==> config.mk <==
export PLATFORM = sky130hd
export DESIGN_NAME = wb_master_arbiter_rr
export DESIGN_NICKNAME = d
export VERILOG_FILES = /design/src/rtl/wb_master_arbiter_rr.sv
export SDC_FILE = /design/constraint.sdc
export NUM_CORES = 1
export LEC_CHECK = 0
export BUFFER_PORTS_ARGS = -buffer_cell sky130_fd_sc_hd__buf_2
export CAP_MARGIN = 30
export CORE_MARGIN = 3
export CORE_UTILIZATION = 35
export CTS_CLUSTER_SIZE = 24
export DETAILED_ROUTE_END_ITERATION = 16
export GPL_ROUTABILITY_DRIVEN = 0
export GPL_TIMING_DRIVEN = 0
export PLACE_DENSITY = 0.56
export SETUP_SLACK_MARGIN = 0.05
export SLEW_MARGIN = 20
export SYNTH_ARGS = -nofsm -noshare
export SYNTH_HDL_FRONTEND = slang
export SYNTH_SLANG_ARGS = --single-unit
==> constraint.sdc <==
create_clock -name clk -period 2.1 [get_ports clk]
set_input_delay 0.42 -clock clk [delete_from_list [all_inputs] [get_ports clk]]
set_output_delay 0.42 -clock clk [all_outputs]
set_load 0.02 [all_outputs]
==> src/rtl/wb_master_arbiter_rr.sv <==
`default_nettype none
// ============================================================================
// wb_master_arbiter_rr : round-robin Wishbone master arbiter, grant held until
// the owner drops cyc. Optional WB_ARB_HOLD_LIMIT_EN caps contended tenure.
// Revision: 1.0
// ============================================================================
module wb_master_arbiter_rr #(
  parameter int NUM_MASTERS = 4,
  parameter int IDX_W       = 2,
  parameter int MAX_HOLD    = 64
) (
  input  logic                   clk,
  input  logic                   rst_n,
  input  logic [NUM_MASTERS-1:0] m_cyc_i,
  output logic [NUM_MASTERS-1:0] m_cyc_o,
  output logic                   grant_valid,
  output logic [IDX_W-1:0]       grant_idx
`ifdef WB_ARB_HOLD_LIMIT_EN
  ,
  output logic                   hold_timeout
`endif
);

  localparam logic [0:0]       ST_IDLE  = 1'b0;
  localparam logic [0:0]       ST_OWNED = 1'b1;
  localparam logic [IDX_W-1:0] LAST_RST = IDX_W'(NUM_MASTERS - 1);
  localparam logic [IDX_W:0]   N_EXT    = (IDX_W+1)'(NUM_MASTERS);

  generate
    if (NUM_MASTERS < 2 || NUM_MASTERS > 16 || IDX_W != $clog2(NUM_MASTERS) ||
        MAX_HOLD < 1 || MAX_HOLD > 65535) begin : g_bad_params
      $error("wb_master_arbiter_rr: illegal parameter set");
    end
  endgenerate

  logic [0:0]             state_q, state_d;
  logic [IDX_W-1:0]       owner_q, owner_d;
  logic [IDX_W-1:0]       last_q, last_d;
  logic [NUM_MASTERS-1:0] owner_mask;
  logic                   others_req;
  logic                   release_owner;
  logic                   force_release;
  logic [IDX_W-1:0]       scan_base;
  logic [IDX_W:0]         scan_cand;
  logic [IDX_W-1:0]       scan_win;
  logic                   scan_hit;

  assign owner_mask = NUM_MASTERS'(1) << owner_q;
  assign others_req = |(m_cyc_i & ~owner_mask);

`ifdef WB_ARB_HOLD_LIMIT_EN
  localparam logic [15:0] HOLD_LAST = 16'(MAX_HOLD - 1);
  logic [15:0] hold_cnt_q, hold_cnt_d;

  // Fires on the edge at which the counter would reach MAX_HOLD.
  assign force_release = (state_q == ST_OWNED) && others_req && (hold_cnt_q >= HOLD_LAST);
`else
  assign force_release = 1'b0;
`endif

  assign release_owner = (state_q == ST_OWNED) && (!m_cyc_i[owner_q] || force_release);

  // Scan starts one past the base and ends on the base itself, so a released
  // owner is always considered last.
  assign scan_base = (state_q == ST_OWNED) ? owner_q : last_q;

  always_comb begin
    scan_win  = '0;
    scan_hit  = 1'b0;
    scan_cand = '0;
    for (int k = 1; k <= NUM_MASTERS; k++) begin
      scan_cand = {1'b0, scan_base} + (IDX_W+1)'(k);
      if (scan_cand >= N_EXT) begin
        scan_cand = scan_cand - N_EXT;
      end
      if (!scan_hit && m_cyc_i[scan_cand[IDX_W-1:0]]) begin
        scan_win = scan_cand[IDX_W-1:0];
        scan_hit = 1'b1;
      end
    end
  end

  always_ff @(posedge clk or negedge rst_n) begin
    if (!rst_n) begin
      state_q    <= ST_IDLE;
      owner_q    <= '0;
      last_q     <= LAST_RST;
`ifdef WB_ARB_HOLD_LIMIT_EN
      hold_cnt_q <= '0;
`endif
    end else begin
      state_q    <= state_d;
      owner_q    <= owner_d;
      last_q     <= last_d;
`ifdef WB_ARB_HOLD_LIMIT_EN
      hold_cnt_q <= hold_cnt_d;
`endif
    end
  end

  always_comb begin
    state_d    = state_q;
    owner_d    = owner_q;
    last_d     = last_q;
`ifdef WB_ARB_HOLD_LIMIT_EN
    hold_cnt_d = hold_cnt_q;
`endif
    case (state_q)
      ST_IDLE: begin
        if (scan_hit) begin
          state_d    = ST_OWNED;
          owner_d    = scan_win;
`ifdef WB_ARB_HOLD_LIMIT_EN
          hold_cnt_d = '0;
`endif
        end
      end
      ST_OWNED: begin
        if (release_owner) begin
          last_d     = owner_q;
`ifdef WB_ARB_HOLD_LIMIT_EN
          hold_cnt_d = '0;
`endif
          if (scan_hit) begin
            owner_d = scan_win;
          end else begin
            state_d = ST_IDLE;
            owner_d = '0;
          end
        end
`ifdef WB_ARB_HOLD_LIMIT_EN
        else if (others_req && (hold_cnt_q != 16'hFFFF)) begin
          hold_cnt_d = hold_cnt_q + 16'd1;
        end
`endif
      end
      default: begin
        state_d = ST_IDLE;
        owner_d = '0;
      end
    endcase
  end

  always_comb begin
    grant_valid  = (state_q == ST_OWNED);
    grant_idx    = owner_q;
    m_cyc_o      = grant_valid ? (m_cyc_i & owner_mask) : '0;
`ifdef WB_ARB_HOLD_LIMIT_EN
    hold_timeout = force_release;
`endif
  end

endmodule
`default_nettype wire

==> results.toml <==
[outcome]
outcome = "completed"

[worst_hold_path]
hold_class = "in2reg"

[power]
ir_drop_mv = 0.5151
powerDensity_mw_per_mm2 = 1276
finalPower_w = 0.0007347
p_leak_nw = 0.2765

[global_route]
grt_overflow = 0
antenna_found_initial = 0
grt_usage_pct = 13.14
grt_pass1_vias = 359
grt_max_degree = 11
grt_pass1_wl_um = 1725

[flow_run]
max-cap-violations = 0

[cells_and_area]
layout-drive-gt1-share_pct = 37.88
areaGrowthSynthToFinish_pct = 22.02
antennaDiodeCount = 0
layout.nets = 73
stdcell_area_um2 = 575.6

[die]
rows = 12
die_y_um = 42.71
placeableCoreArea_mm2 = 0.001186
die-width_um = 42.71
die_area_mm2 = 0.001824
start_util_pct = 39.77
num_io_pins = 13

[yosys]
ys_seq_area_share_pct = 27.06
synth_edf_count = 0
async_reset_ff_share_pct = 100.0
synth_area_um2 = 471.7
synth_cell_types = 28
synth-seq-cells = 5
avgSynthCellArea_um2 = 9.249
syn_nets = 57
synth_top_area_share_pct = 15.92
ys_warn_count = 0
synth.area.top_cells = "dfrtp_1, dfstp_2, mux2i_1"
syn_inst = 51
yosysTopAreaCell = "dfrtp_1"
dominantRegCellSynth = "dfrtp_1"

[critical_path]
worstSetupEndpointType = "output pin"
crit_arrival_ns = 1.37
critical_path_class = "reg2out"
start_kind = "flip-flop"
required_ns = 1.68
path_max_fanout = 10

[timing]
worst_pin_slew_ns = 0.5215
max_freq_ghz = 0.5592
rsz0062_at_grt = "false"
skew_ns = 0.008309
hold_viol = 0
slew_viol_final = 0
finalCritPeriodShare_pct = 85.15
relSlewSlack_pct = 64.91
setup_viol = 0
post-route-min-period_ns = 1.788
fin_setup_tns_ns = 0

[clock_network]
cts_made_buffers = 3
cts_tree = "done"
cts.reportedPaths.clkPinSlew_ns = 0.05
numClockSinks = 5
cts_max_level = 1
postCtsSetupRepairBufs = 0
clock-root-buffer = "clkbuf_4"
clock_latency_ns = 0.25
clockBufferDepth = 2

[drt]
viasPerCell = 5.425
drc = 0
drt_iter0_drc = 7
routed_wl_um = 1105
wl_per_cell_um = 13.81
dr_total_vias = 434
antenna_left = 0
dr.pass1.iters = 4

[place]
dp_hpwl_um = 802.9
placed_cell_area_um2 = 539.3
numPortBuffers = 10
-- routing by layer --
metal,up-vias,GRT usage [%],wire length [µm]
met5,-,0,0
met4,0,11.18,22
met1,204,15.72,516
met3,2,5.508,51
met2,12,17.66,514
li1,216,-,-
-- final cells by class --
class / count / area, µm²
plain buffers: 5 / 42.54
clock buffers: 4 / 26.28
fillers: 117 / 610.6
inverters: 1 / 3.754
multi-input cells: 40 / 297.8
flip-flops and latches: 5 / 127.6
well taps: 14 / 17.52
repair buffers: 11 / 60.06
-- final timing paths --
| kind | from | endpoint | slack, ns | depth (start not counted) |
|---|---|---|---|---|
| max | grant_idx[0] | m_cyc_o[0] | 0.31 | 3 |
| min | m_cyc_i[3] | grant_valid | 0.46 | 3 |
| max reg2reg | grant_idx[0] | grant_idx[1] | 0.54 | 4 |
| min reg2reg | last_q[1] | last_q[1] | 0.54 | 2 |
| max in group asynchronous | rst_n | last_q[1] | 1.35 | 2 |
| min in group asynchronous | rst_n | grant_valid | 0.52 | 2 |
-- critical path, stage by stage (launching register included) --
cell and delay, ns:
dfrtp_1 0.41, buf_4 0.19, nor4bb_1 0.30, buf_2 0.22
-- cell families after synthesis --
family	Yosys count	share of synthesized area (%)
DFF	5	27.06
AOI/OAI and AO/OA	11	16.45
buffers and inverters	6	9.811
and+or+nand+nor	21	25.73
muxes	8	20.95
-- through the flow --
stage	cells	util (%)	hold slack (ns)	worst slack, ns
after floorplan	51	-	0.1244	0.2906
after global placement	75	45.46	0.2397	0.4074
after detailed placement	75	45.46	0.2490	0.4065
after CTS	80	48.52	0.4469	0.3197
after global routing	80	48.52	0.4747	0.2304
final	80	48.52	0.4624	0.3118
-- where the power goes --
group          switching, W  leakage (nW)  internal [W]
Combinational      0.000228         0.207      0.000204
Sequential        0.0000348        0.0542      0.000151
Clock             0.0000438        0.0150     0.0000721
-- synthesized netlist by cell type, drive strengths merged, types with 2 or more instances --
library cell and n:
buf 5, a311oi 2, dfrtp 3, dfstp 2, nand2b 2, a21oi 4, mux2i 5, nor2b 2
nand2 4, nor2 7, mux2 2
-- registers in the layout, summed over array words and instances (netlist names) --
register / count
grant_idx: 2
grant_valid: 1
last_q: 2
-- repair_timing --
item	4_1_cts	5_1_grt
endpoints found under the hold margin	3	0
gates resized for setup	0	0
hold buffers	1	0
endpoints found under the setup margin	0	0
-- layout by cell type, fill, tap and decap left out, types with 2 or more instances in the layout --
master    netlist  layout
buf_2           1      11
nor2b_1         2       2
a21oi_1         4       4
buf_4           2       2
dfstp_2         2       2
clkbuf_4        0       3
buf_6           2       2
a311oi_1        2       2
mux2i_1         5       5
nor2_1          7       7
nand2_1         4       4
dfrtp_1         3       3
Note: power is estimated with default switching activity, not from simulation.
